### config.mk
export PLATFORM = sky130hd
export DESIGN_NAME = mac_acc_pipe
export DESIGN_NICKNAME = d
export VERILOG_FILES = /design/src/rtl/mac_pkg.sv /design/src/rtl/mac_sat_trunc.sv /design/src/rtl/mac_acc_pipe.sv
export SDC_FILE = /design/constraint.sdc
export NUM_CORES = 1
export LEC_CHECK = 0
export BUFFER_PORTS_ARGS = -buffer_cell sky130_fd_sc_hd__buf_2
export CORE_UTILIZATION = 58
export DETAILED_ROUTE_END_ITERATION = 6
export PLACE_DENSITY = 0.76
export REMOVE_ABC_BUFFERS = 1
export SLEW_MARGIN = 20
export SYNTH_ARGS = -nofsm -noshare
export SYNTH_HDL_FRONTEND = slang
export SYNTH_HIERARCHICAL = 1
export SYNTH_SLANG_ARGS = --single-unit
### constraint.sdc
create_clock -name clk -period 4 [get_ports clk]
set_input_delay 0.2 -clock clk [delete_from_list [all_inputs] [get_ports clk]]
set_output_delay 0.2 -clock clk [all_outputs]
set_load 0.005 [all_outputs]
### src/rtl/mac_pkg.sv
// Shared types, default parameters and width/clip helpers for the
// pipelined multiply-accumulate block.
package mac_pkg;

  localparam int DEF_DWIDTH   = 8;
  localparam int DEF_ACC_LEN  = 4;
  localparam int DEF_OWIDTH   = 16;
  localparam int DEF_SATURATE = 1;

  typedef enum logic [1:0] {
    IDLE,
    ACCUM,
    HOLD
  } state_e;

  typedef enum logic [1:0] {
    CLIP_NONE,
    CLIP_HI,
    CLIP_LO,
    CLIP_WRAP
  } clip_e;

  // Accumulator width large enough that acc_len full-scale products never overflow.
  function automatic int calc_awidth(input int dwidth, input int acc_len);
    return 2 * dwidth + $clog2(acc_len);
  endfunction

  // Classifies a sign-extended sum against the signed owidth-bit range.
  function automatic clip_e clip_kind(input logic signed [63:0] sum,
                                      input int owidth,
                                      input bit saturate);
    logic signed [63:0] max_v;
    logic signed [63:0] min_v;
    max_v = (64'sd1 <<< (owidth - 1)) - 64'sd1;
    min_v = -(64'sd1 <<< (owidth - 1));
    if (sum > max_v) return saturate ? CLIP_HI : CLIP_WRAP;
    if (sum < min_v) return saturate ? CLIP_LO : CLIP_WRAP;
    return CLIP_NONE;
  endfunction

endpackage

### src/rtl/mac_sat_trunc.sv
// Combinational reduction of the wide accumulator sum to the output width,
// either clamping or wrapping, with a flag when the sum does not fit.
module mac_sat_trunc
  import mac_pkg::*;
#(
  parameter int AWIDTH   = 18,
  parameter int OWIDTH   = DEF_OWIDTH,
  parameter int SATURATE = DEF_SATURATE
) (
  input  logic signed [AWIDTH-1:0] sum_i,
  output logic signed [OWIDTH-1:0] p_o,
  output logic                     sat_o
);

  clip_e kind;

  // NOTE: every output of a combinational block gets a default first so no latch is inferred.
  always_comb begin
    kind  = clip_kind(64'(sum_i), OWIDTH, SATURATE != 0);
    p_o   = sum_i[OWIDTH-1:0];
    sat_o = (kind != CLIP_NONE);
    case (kind)
      CLIP_HI: p_o = {1'b0, {(OWIDTH-1){1'b1}}};
      CLIP_LO: p_o = {1'b1, {(OWIDTH-1){1'b0}}};
      default: ;
    endcase
  end

endmodule

### src/rtl/mac_acc_pipe.sv
// Two-stage signed multiply-accumulate: registered product, then a grouped
// accumulator that emits one clamped/truncated result every ACC_LEN operands.
module mac_acc_pipe
  import mac_pkg::*;
#(
  parameter int DWIDTH   = DEF_DWIDTH,
  parameter int ACC_LEN  = DEF_ACC_LEN,
  parameter int OWIDTH   = DEF_OWIDTH,
  parameter int SATURATE = DEF_SATURATE
) (
  input  logic                     clk,
  input  logic                     aresetn,
  input  logic                     clr,
  input  logic                     in_valid,
  output logic                     in_ready,
  input  logic signed [DWIDTH-1:0] a,
  input  logic signed [DWIDTH-1:0] b,
  output logic                     out_valid,
  input  logic                     out_ready,
  output logic signed [OWIDTH-1:0] p,
  output logic                     sat
);

  localparam int AWIDTH = calc_awidth(DWIDTH, ACC_LEN);
  localparam int PWIDTH = 2 * DWIDTH;
  localparam int CWIDTH = $clog2(ACC_LEN);
  localparam logic [CWIDTH-1:0] LAST_CNT = CWIDTH'(ACC_LEN - 1);

  logic                     rdy_q;
  logic                     s1_valid_q, s1_valid_d;
  logic signed [PWIDTH-1:0] s1_prod_q, s1_prod_d;
  logic signed [AWIDTH-1:0] acc_q, acc_d;
  logic [CWIDTH-1:0]        cnt_q, cnt_d;
  logic                     out_valid_q, out_valid_d;
  logic signed [OWIDTH-1:0] p_q, p_d;
  logic                     sat_q, sat_d;
  state_e                   state_q, state_d;

  logic                     stall, accept, xfer, fire, last;
  logic signed [AWIDTH-1:0] acc_sum;
  logic signed [OWIDTH-1:0] clip_p;
  logic                     clip_sat;

  mac_sat_trunc #(
    .AWIDTH  (AWIDTH),
    .OWIDTH  (OWIDTH),
    .SATURATE(SATURATE)
  ) u_sat_trunc (
    .sum_i(acc_sum),
    .p_o  (clip_p),
    .sat_o(clip_sat)
  );

  always_comb begin
    stall    = out_valid_q && !out_ready;
    in_ready = rdy_q && !stall;
    accept   = in_valid && in_ready;
    xfer     = out_valid_q && out_ready;
    fire     = s1_valid_q && !stall && !clr;
    last     = fire && (cnt_q == LAST_CNT);
    acc_sum  = acc_q + AWIDTH'(s1_prod_q);

    s1_valid_d  = s1_valid_q;
    s1_prod_d   = s1_prod_q;
    acc_d       = acc_q;
    cnt_d       = cnt_q;
    out_valid_d = out_valid_q;
    p_d         = p_q;
    sat_d       = sat_q;
    state_d     = state_q;

    // A stalled output freezes stage 1 as well, so nothing in flight is lost.
    if (!stall) begin
      s1_valid_d = accept && !clr;
      if (accept) s1_prod_d = PWIDTH'(a) * PWIDTH'(b);
    end

    if (xfer) out_valid_d = 1'b0;

    if (clr) begin
      s1_valid_d = 1'b0;
      acc_d      = '0;
      cnt_d      = '0;
    end else if (last) begin
      acc_d       = '0;
      cnt_d       = '0;
      out_valid_d = 1'b1;
      p_d         = clip_p;
      sat_d       = clip_sat;
    end else if (fire) begin
      acc_d = acc_sum;
      cnt_d = cnt_q + CWIDTH'(1);
    end

    case (state_q)
      IDLE:    if (fire) state_d = ACCUM;
      ACCUM:   if (last) state_d = HOLD;
      HOLD:    if (xfer) state_d = fire ? ACCUM : IDLE;
      default: state_d = IDLE;
    endcase
    if (clr) state_d = out_valid_d ? HOLD : IDLE;
  end

  // NOTE: sequential state uses non-blocking assignments so every register samples pre-edge values.
  always_ff @(posedge clk or negedge aresetn) begin
    if (!aresetn) begin
      rdy_q       <= 1'b0;
      s1_valid_q  <= 1'b0;
      s1_prod_q   <= '0;
      acc_q       <= '0;
      cnt_q       <= '0;
      out_valid_q <= 1'b0;
      p_q         <= '0;
      sat_q       <= 1'b0;
      state_q     <= IDLE;
    end else begin
      rdy_q       <= 1'b1;
      s1_valid_q  <= s1_valid_d;
      s1_prod_q   <= s1_prod_d;
      acc_q       <= acc_d;
      cnt_q       <= cnt_d;
      out_valid_q <= out_valid_d;
      p_q         <= p_d;
      sat_q       <= sat_d;
      state_q     <= state_d;
    end
  end

  assign out_valid = out_valid_q;
  assign p         = p_q;
  assign sat       = sat_q;

endmodule

## Word level (Yosys, flattened, before mapping)

Cells that the tools add are included.

| cells by class | value |
|---|---|
| equality and inequality tests | 4 |
| bitwise operators | 2 |
| magnitude comparators | 2 |
| muxes and demuxes | 19 |
| $mul | 1 |
| reductions and logical operators | 15 |
| add/sub/neg operators | 2 |

Operators by type and width:

| operator | count |
|---|---|
| 18-bit 2-to-1 mux | 3 |
| 16-bit case mux with 2 select lines | 1 |
| 18-bit by 16-bit adder with 18-bit output | 1 |
| 18-bit by 16-bit greater-than comparator with 1-bit output (second input constant) | 1 |
| 18-bit by 16-bit < comparator with 1-bit output (second input constant) | 1 |
| 8-bit by 8-bit multiplier with 16-bit output | 1 |
| 2-bit 2-to-1 mux | 7 |
| 1-bit logical AND | 8 |
| 1-bit 2-to-1 mux | 8 |
| 2-bit == test (second input constant) | 2 |
| 2-bit AND reduction | 2 |
| 1-bit logical NOT | 3 |
| 3-bit nonzero test | 1 |
| 2-bit by 1-bit adder with 2-bit output (second input constant) | 1 |
| 2-bit by 1-bit == test with 1-bit output (second input constant) | 1 |
| 2-bit != test (second input constant) | 1 |
| 1-bit NOT | 2 |
| 2-bit nonzero test | 1 |

| word-level totals | value |
|---|---|
| register bits | 56 |
| output and inout bits | 19 |

## Longest topological paths before layout

Gate-level depths: netlist (run 1).

| logic depth | value |
|---|---|
| word-level depth | 8 |
| gate-level depth with buffers | 17 |
| mapped depth without buffers | 17 |

## By module

Netlist (run 1), hierarchy kept.

By module, submodules not included:

| module | sequential area each (um^2) | instances | cells an instance | area an instance (um^2) |
|---|---|---|---|---|
| mac_acc_pipe | 1401.3 | 1 | 519 | 5280.1 |
| mac_sat_trunc | 0.0 | 1 | 57 | 440.4 |

## Least setup slack after synthesis (run 1)

Ideal clock, no wire load.

| path | value |
|---|---|
| path type | input -> register |
| from | input a[3] |
| to | register s1_prod_q[15] |
| cell stages on the path | 17 |
| library setup time | 134 ps |
| arrival | 3973 ps |
| data required time | 3866 ps |
| slack | -107 ps |
| buffers on the path | 0 |
| cells stage by stage | and2_1 fa_1 inv_1 fa_1 inv_1 fa_1 inv_1 fa_1 inv_1 ha_1 o21ai_0 o21ai_0 o41a_1 a31oi_1 a21oi_1 xnor2_1 o21ai_0 |

| between the ends | value |
|---|---|
| cells in the longest elaborated chain, start to end | 1 |

Ends and longest elaborated chain:

| what | line | text |
|---|---|---|
| start, declared | mac_acc_pipe.sv:16 | `input logic signed [DWIDTH-1:0] a,` |
| 8-bit by 8-bit multiplier with 16-bit output | mac_acc_pipe.sv:75 | `if (accept) s1_prod_d = PWIDTH'(a) * PWIDTH'(b);` |
| end signal, assigned | mac_acc_pipe.sv:119 | `s1_prod_q <= s1_prod_d;` |
| end, declared | mac_acc_pipe.sv:31 | `logic signed [PWIDTH-1:0] s1_prod_q, s1_prod_d;` |

No other way between the ends.
A chain may end at the register's enable or synchronous reset.

## Final worst setup path (run 1)

| path | value |
|---|---|
| from | input a[6] |
| to | register s1_prod_q[13] |

Same word-level chain as after synthesis.

==> summary.txt, run 1 <==
Outcome
  • Result of the run: finished, violations left
  • Violations in the final reports: hold timing

CTS
  • Total clock buffers created by CTS: 5
  • Number of levels in the clock H-tree: 2
  • Count of clock tree sinks: 56
  • Clock Latency Late Sink: between 0.3 and 0.4 ns
  • Buffers from clock root to sink, at most: 2
  • Master cell of the clock root buffer: sky130_fd_sc_hd__clkbuf_8
  • TritonCTS clock tree: done
  • Register clock-pin slew on the reported worst setup and hold paths: ~0.10 ns
  • Cts hold-fix bufs: 0

Layout
  • Fin util: 0.706
  • Design Area, Final: around 0.0066 sq mm
  • Fill cell total of the finished layout: a little under 700
  • Synthesis-to-finish area growth: 16.2%
  • Proportion of layout cells with a drive suffix above 1: 0.274
  • # nets final: 788
  • Antenna diode count: 0

Synth
  • Number of enable flip-flop cells after synthesis: 0
  • Top cells by count, synth: sky130_fd_sc_hd__inv_1 (90), sky130_fd_sc_hd__dfrtp_1 (56), sky130_fd_sc_hd__fa_1 (56)
  • Synth Flop Type: sky130_fd_sc_hd__dfrtp_1
  • Async SR Flop Fraction: 1.00
  • Cell types occupying the most area after synthesis: sky130_fd_sc_hd__dfrtp_1 (24%), sky130_fd_sc_hd__fa_1 (20%), sky130_fd_sc_hd__ha_1 (10%)
  • Gate count after technology mapping: about 580
  • Biggest area consumer among synthesized cells: sky130_fd_sc_hd__dfrtp_1
  • Unique cell type count in the Yosys netlist: 47
  • Number of warnings reported in the yosys synthesis log: 6
  • Number of storage elements in the synthesis netlist: between 50 and 60
  • Mean instance size in the synthesized netlist: between 9 and 10 sq um
  • Count leader, synth: sky130_fd_sc_hd__inv_1
  • Post-Syn Area: roughly 0.0057 sq mm
  • Post-synthesis sequential area ratio: 0.245
  • Post-synth top area share: 0.245

Floorplan
  • Floorplan die area: just over 0.01 sq mm
  • Ports: 40
  • Core Rows: 35
  • Chip Height: just over 100 um
  • Starting density of the core: 0.608
  • Die span in x: ~100 um
  • Core region area: between 0.009 and 0.01 sq mm

Placed design
  • Number of port buffers: 39
  • Post-detailed-placement cell area: 0.00641 sq mm
  • Post-detailed-placement half-perimeter wirelength: roughly 9000 um
  • Routability Congestion: about 0.92
  • Setup WS pre-CTS: -0.384 ns

Routing
  • Detailed-router iteration count before antenna repair: 4
  • Detail-routed net length per standard cell: ~14 um
  • Initial DRC Count: 149
  • Post-DRT Antenna Nets: 0
  • Via count: approximately 4,300
  • Total length of routed wires: ~11,000 um
  • Vias/cell: about 5.4
  • Number of design rule violations left after detail routing: 0

Worst setup path
  • Worst R2R Path Depth: 11
  • Reg-to-reg setup timing slack: 0.53 ns
  • Critical Setup Path Class: input port to flop
  • Data arrival, critical path: between 4 and 5 ns
  • Worst flop-to-flop path startpoint: s1_prod_q[0]
  • Cell-by-cell listing of the critical path: buf_6, and2_4, fa_1, inv_2, fa_1, inv_2, fa_1, inv_1, fa_1, inv_2, ha_4, o21ai_4, o21ai_2, o41a_1, a31oi_1, buf_4, xor2_1, o21ai_0
  • Required time at the worst-slack endpoint: between 4 and 5 ns
  • Worst path max stage delay: between 0.5 and 0.6 ns
  • Largest fanout on the critical path: 4
  • Capturing element type of the critical path: flop
  • Worst-path cell with the longest stage delay: sky130_fd_sc_hd__fa_1
  • Kind of launch point of the worst setup path: input port
  • Dominant cell type by count on the critical path: sky130_fd_sc_hd__fa_1
  • Endpoint of the most critical register-to-register path: p[11]

Timing
  • Setup violations, final: 0
  • Final worst-path cycle share: 0.978
  • Final critical-path required period: between 3 and 4 ns
  • Max Clock Skew: approximately 0.0070 ns
  • Worst slew margin relative to its limit: 0.390
  • Least-Margin Pin Slew: roughly 0.91 ns
  • Post-route worst hold slack: -0.0107 ns
  • Max-slew violation count: 0
  • Final critical-path setup slack: about 0.088 ns
  • Final hold vios: 11
  • F_max: between 200 and 300 MHz

Global routing
  • Total global routing overflow: 0
  • Wire length of the first global-routing pass: 19,300 um
  • Maximum number of pins on one net before global-route repair: between 50 and 60
  • Antenna violations before repair: 0
  • Vias in the first global route: approximately 4,400
  • Aggregate global-route resource usage: 0.234

Power
  • Share of total power in combinational logic: 0.735
  • Switch Pwr: 0.00167 W
  • Switching share of power: 0.440
  • Pleak: around 3.4 nW
  • Clock share of power: 0.077
  • Power Dens Cells: between 500 and 600 mW/mm^2
  • Peak supply drop: 0.315 mV
  • Sequential share of power: 0.189
  • Cell internal power dissipation: about 0.0021 W

Flow run
  • Number of max-capacitance violations reported: 0

Worst hold path
  • Type of the worst min-delay path: input port to asynchronous set/reset pin
worst max-delay path by stage:
stage | from | end | slack (ns) | cells after the start
2_1_floorplan | a[3] | s1_prod_q[15] | -0.12 | 17
3_3_place_gp | a[3] | s1_prod_q[13] | -0.32 | 18
3_5_place_dp | a[0] | s1_prod_q[15] | -0.38 | 17
4_1_cts | a[3] | s1_prod_q[15] | 0.001 | 18
5_1_grt | b[1] | s1_prod_q[15] | -0.07 | 18
6_report | a[6] | s1_prod_q[13] | 0.09 | 18
worst max-delay path, delay by kind of cell:
| family | cells | cell delay [ns] |
|---|---|---|
| xor+xnor | 1 | 0.12 |
| compound gates | 5 | 0.90 |
| simple gates | 1 | 0.15 |
| buf+inv | 6 | 0.45 |
| fa+ha+maj | 5 | 2.26 |
cell families (layout without fill, tap and decap cells):
group,after synthesis,count (layout),share of synthesized area
simple gates,135,135,0.122
compound gates,121,121,0.161
buf+inv,104,192,0.0761
fa+ha+maj,103,103,0.299
flops,56,56,0.245
xor+xnor,32,32,0.0490
mux,24,24,0.0472
other cells,1,1,0.000656
sequential cells by signal, summed over array words and instances (netlist names):
register    cells
acc_q          18
p              16
s1_prod_q      16
cnt_q           2
out_valid       1
rdy_q           1
s1_valid_q      1
sat             1
through the flow:
stage / std cells / hold WS, ns / setup TNS [ns] / total power (W)
final: 793 / -0.0107 / 0 / 0.00379
after global routing: 793 / 0.0577 / -0.164 / 0.00419
after CTS: 791 / 0.0385 / 0 / 0.00360
after detailed placement: 784 / 0.375 / -1.31 / 0.00329
after global placement: 784 / 0.364 / -1.03 / 0.00317
after floorplan: 562 / -0.0956 / -0.150 / 0.00254
placed cells by master (no fill, tap or decap), types with 4 or more instances in the layout:
cell type                  Yosys  layout
sky130_fd_sc_hd__fa_1         56      55
sky130_fd_sc_hd__o22ai_2       6       6
sky130_fd_sc_hd__o21ai_0      20      15
sky130_fd_sc_hd__inv_2         0       6
sky130_fd_sc_hd__and2_4        0       7
sky130_fd_sc_hd__ha_1         47      38
sky130_fd_sc_hd__buf_4         2      55
sky130_fd_sc_hd__dfrtp_1      56      56
sky130_fd_sc_hd__a21boi_2     12      12
sky130_fd_sc_hd__ha_4          0       5
sky130_fd_sc_hd__clkbuf_8      0       5
sky130_fd_sc_hd__inv_1        90      84
sky130_fd_sc_hd__ha_2          0       4
sky130_fd_sc_hd__nand2_1      34      32
sky130_fd_sc_hd__o22ai_1      10      10
sky130_fd_sc_hd__xor2_1       13      11
sky130_fd_sc_hd__nor2_1       25      24
sky130_fd_sc_hd__xnor2_1      19      19
sky130_fd_sc_hd__a22o_1       17      17
sky130_fd_sc_hd__a21o_1       13      13
sky130_fd_sc_hd__and2_1       47      40
sky130_fd_sc_hd__a21oi_1      18      16
sky130_fd_sc_hd__mux2_2       24      24
sky130_fd_sc_hd__buf_2         0      38
sky130_fd_sc_hd__nor2b_1       9       9
layout make-up:
type | count | area [sq um] | area share
Clock buffer | 6 | 72.6 | 0.0109
Clock inverter | 1 | 5.00 | 0.000753
Inverter | 90 | 338 | 0.0508
Multi-Input combinational cell | 416 | 4040 | 0.608
Sequential cell | 56 | 1400 | 0.211
Tap cell | 129 | 161 | 0.0243
Timing Repair Buffer | 95 | 626 | 0.0941
what timing repair did:
item	in CTS	in global routing
pin swaps	2	28
gates resized for setup	1	41
setup endpoints to repair	2	5
gates cloned	0	0
buffers inserted	0	2
power by group through the flow:
stage               logic [W]  clock network, W  registers, W
global route          0.00315          0.000319      0.000727
CTS                   0.00258          0.000300      0.000715
global placement      0.00245                 0      0.000720
finish                0.00279          0.000291      0.000716
floorplan             0.00184                 0      0.000705
detailed placement    0.00257                 0      0.000724
metal layers:
metal	wire (um)	vias up	global-route usage
li1	-	2089	-
met1	5040	2102	0.296
met2	5900	80	0.433
met3	219	18	0.0207
met4	161	0	0.0569
met5	0	-	0
Power figures use the tool's default switching activity.
==> run 2, diff against run 1 <==
--- a/config.mk
+++ b/config.mk
@@ -8,6 +8,7 @@
 export BUFFER_PORTS_ARGS = -buffer_cell sky130_fd_sc_hd__buf_2
 export CORE_UTILIZATION = 58
 export DETAILED_ROUTE_END_ITERATION = 6
+export GPL_TIMING_DRIVEN = 0
 export PLACE_DENSITY = 0.76
 export REMOVE_ABC_BUFFERS = 1
 export SLEW_MARGIN = 20
==> run 2 against run 1 <==
The run now ends clean. Largest power group unchanged. Clock power is 38% higher. Cell count is 6.3% lower. Critical path depth stayed put. Critical path type unchanged. Count of clock-buffer cells in the layout is 1 higher. Routed wire length is 7.7% lower.
==> summary.txt, run 2 (synthesized netlist as in run 1, its figures left out) <==
Power
  • Cell internal power dissipation: 0.00204 W (-3.9%)
  • Sequential share of power: 0.195 (+0.006)
  • Power Dens Cells: 575 mW/mm^2 (+0.81%)
  • Switching share of power: 0.443 (+0.00220)
  • Clock share of power: 0.110 (+0.033)
  • Peak supply drop: 0.287 mV (-8.8%)
  • Pleak: 3.24 nW (-6.0%)
  • Share of total power in combinational logic: 0.695 (-0.040)
  • Switch Pwr: 0.00162 W (-3.0%)

Timing
  • Final hold vios: 0 (-11)
  • Post-route worst hold slack: 0.111 ns (+0.121 ns)
  • Total Neg Setup Slack: 0 ns (unchanged)
  • Setup violations, final: 0 (unchanged)
  • Final critical-path required period: 3.82 ns (-0.0925 ns)
  • Final worst-path cycle share: 0.955 (-0.0231)
  • Max-slew violation count: 0 (unchanged)
  • Worst slew margin relative to its limit: 0.400 (+0.00995)
  • Final critical-path setup slack: 0.181 ns (+0.0925 ns)
  • Least-Margin Pin Slew: 0.900 ns (-0.0149 ns)
  • F_max: 262 MHz (+2.4%)
  • Max Clock Skew: 0.00468 ns (-0.00231 ns)

Global routing
  • Aggregate global-route resource usage: 0.219 (-0.0149)
  • Total global routing overflow: 0 (unchanged)
  • Antenna violations before repair: 0 (unchanged)
  • Maximum number of pins on one net before global-route repair: 57 (unchanged)
  • Wire length of the first global-routing pass: 18,200 um (-5.7%)
  • Vias in the first global route: 4,102 (-6.1%)

Routing
  • Initial DRC Count: 153 (+2.7%)
  • Post-DRT Antenna Nets: 0 (unchanged)
  • Via count: 3,981 (-7.2%)
  • Detail-routed net length per standard cell: 14.1 um (-1.5%)
  • Number of design rule violations left after detail routing: 0 (unchanged)
  • Vias/cell: 5.36 (-0.93%)
  • Total length of routed wires: 10,400 um (-7.7%)
  • Detailed-router iteration count before antenna repair: 6 (+2)

Layout
  • Most frequent cells in the layout: sky130_fd_sc_hd__inv_1 (85), sky130_fd_sc_hd__dfrtp_1 (56), sky130_fd_sc_hd__fa_1 (55)
  • Proportion of layout cells with a drive suffix above 1: 0.205 (-0.0689)
  • Leading cell type in the layout, fill and taps excluded: sky130_fd_sc_hd__inv_1
  • Flip-flop count of the largest register after layout: 18 (unchanged)
  • Register ranked first by flip-flop count: acc_q
  • Design Area, Final: 0.00636 sq mm (-4.3%)
  • Antenna diode count: 0 (unchanged)
  • # nets final: 737 (-6.5%)
  • Synthesis-to-finish area growth: 11.2%
  • Final non-filler cell total: 743 (-6.3%)

Floorplan
  • Core region area: 0.00942 sq mm (unchanged)
  • Floorplan die area: 0.0103 sq mm (unchanged)
  • Core Rows: 35 (unchanged)
  • Starting density of the core: 0.608 (unchanged)
  • Ports: 40 (unchanged)
  • Die span in x: 101 um (unchanged)
  • Chip Height: 101 um (unchanged)

Placed design
  • Number of port buffers: 39 (unchanged)
  • Post-detailed-placement half-perimeter wirelength: 8060 um (-11%)
  • Post-detailed-placement cell area: 0.00606 sq mm (-5.4%)
  • Routability Congestion: 0.867 (-5.9%)
  • Setup WS pre-CTS: -0.535 ns (-0.151 ns)
  • Placed insts: 732 (-6.6%)

Worst setup path
  • Data arrival, critical path: 3.99 ns (-0.11 ns)
  • Reg-to-reg setup timing slack: 0.42 ns (-0.11 ns)
  • Launch point of the critical path: b[1]
  • Worst-path cell with the longest stage delay: sky130_fd_sc_hd__fa_1
  • Endpoint of the most critical register-to-register path: p[11]
  • Critical Setup Path Class: input port to flop
  • Worst flop-to-flop path startpoint: s1_prod_q[2]
  • Largest fanout on the critical path: 8 (+4)
  • Setup crit end: s1_prod_q[15]
  • Capturing element type of the critical path: flop
  • Worst path max stage delay: 0.55 ns (about the same)
  • Worst R2R Path Depth: 11 (unchanged)
  • Cell-by-cell listing of the critical path: buf_4, and2_4, fa_1, inv_2, fa_1, inv_2, fa_1, inv_2, fa_1, inv_2, ha_4, o21ai_4, o21ai_2, o41a_1, a31oi_4, a21oi_2, xnor2_1, o21ai_1
  • Required time at the worst-slack endpoint: 4.17 ns (-0.02 ns)
  • Kind of launch point of the worst setup path: input port

Worst hold path
  • Type of the worst min-delay path: input port to flop
  • Worst Hold Depth: 2

CTS
  • TritonCTS clock tree: done
  • Master cell of the clock root buffer: sky130_fd_sc_hd__clkbuf_8
  • Register clock-pin slew on the reported worst setup and hold paths: 0.10 ns (about the same)
  • Count of clock tree sinks: 56 (unchanged)
  • Clock Latency Late Sink: 0.31 ns (about the same)
  • Total clock buffers created by CTS: 5 (unchanged)
  • Number of levels in the clock H-tree: 2 (unchanged)
  • Buffers from clock root to sink, at most: 2 (unchanged)

Flow run
  • Number of max-capacitance violations reported: 0 (unchanged)

Outcome
  • Result of the run: completed
## run 2: timing repair
item | 4_1_cts | 5_1_grt
endpoints found under the hold margin | 56 | 0
setup endpoints to repair | 2 | 4
hold buffers | 1 | 0
setup buffers | 0 | 2
pin swaps | 2 | 14
gates resized for setup | 8 | 31
## run 2: cell type report
class	count	area (sq um)
Clock buffer	7	96.3
Clock inverter	1	30.0
Fill cell	752	3050
Inverter	90	338
Multi-Input combinational cell	416	4070
Sequential cell	56	1400
Tap cell	129	161
Timing Repair Buffer	44	270
## run 2: worst max-delay path, delay by kind of cell
family                     cells  cell delay [ns]
buffers and inverters          5             0.30
and+or+nand+nor                1             0.16
adders and majority gates      5             2.26
AOI/OAI and AO/OA              6             0.95
xor gates and xnor gates       1             0.13
## run 2: how the worst min path moves through the flow
| stage | startpoint | endpoint |
|---|---|---|
| floorplan | aresetn | acc_q[0] |
| global placement | clr | s1_valid_q |
| detailed placement | aresetn | p[1] |
| CTS | clr | s1_valid_q |
| global route | clr | s1_valid_q |
| finish | clr | s1_valid_q |
## run 2: routing by layer
| metal | GRT usage | vias to the layer above | wire length, um |
|---|---|---|---|
| li1 | - | 1987 | - |
| met1 | 0.290 | 1899 | 5000 |
| met2 | 0.388 | 80 | 5060 |
| met3 | 0.0221 | 15 | 220 |
| met4 | 0.0535 | 0 | 163 |
| met5 | 0 | - | 0 |
## run 2: power by group through the flow
stage | Combinational, W | Clock (W) | Sequential (W)
2_1_floorplan | 0.00184 | 0 | 0.000705
3_3_place_gp | 0.00215 | 0 | 0.000721
3_5_place_dp | 0.00227 | 0 | 0.000724
4_1_cts | 0.00234 | 0.000407 | 0.000714
5_1_grt | 0.00289 | 0.000439 | 0.000725
6_report | 0.00255 | 0.000402 | 0.000714
## run 2: per-stage QoR
| stage | total power (W) | utilization |
|---|---|---|
| global placement | 0.00287 | 0.635 |
| detailed placement | 0.00299 | 0.644 |
| finish | 0.00366 | 0.676 |
| floorplan | 0.00254 | - |
| CTS | 0.00346 | 0.662 |
| global route | 0.00406 | 0.676 |
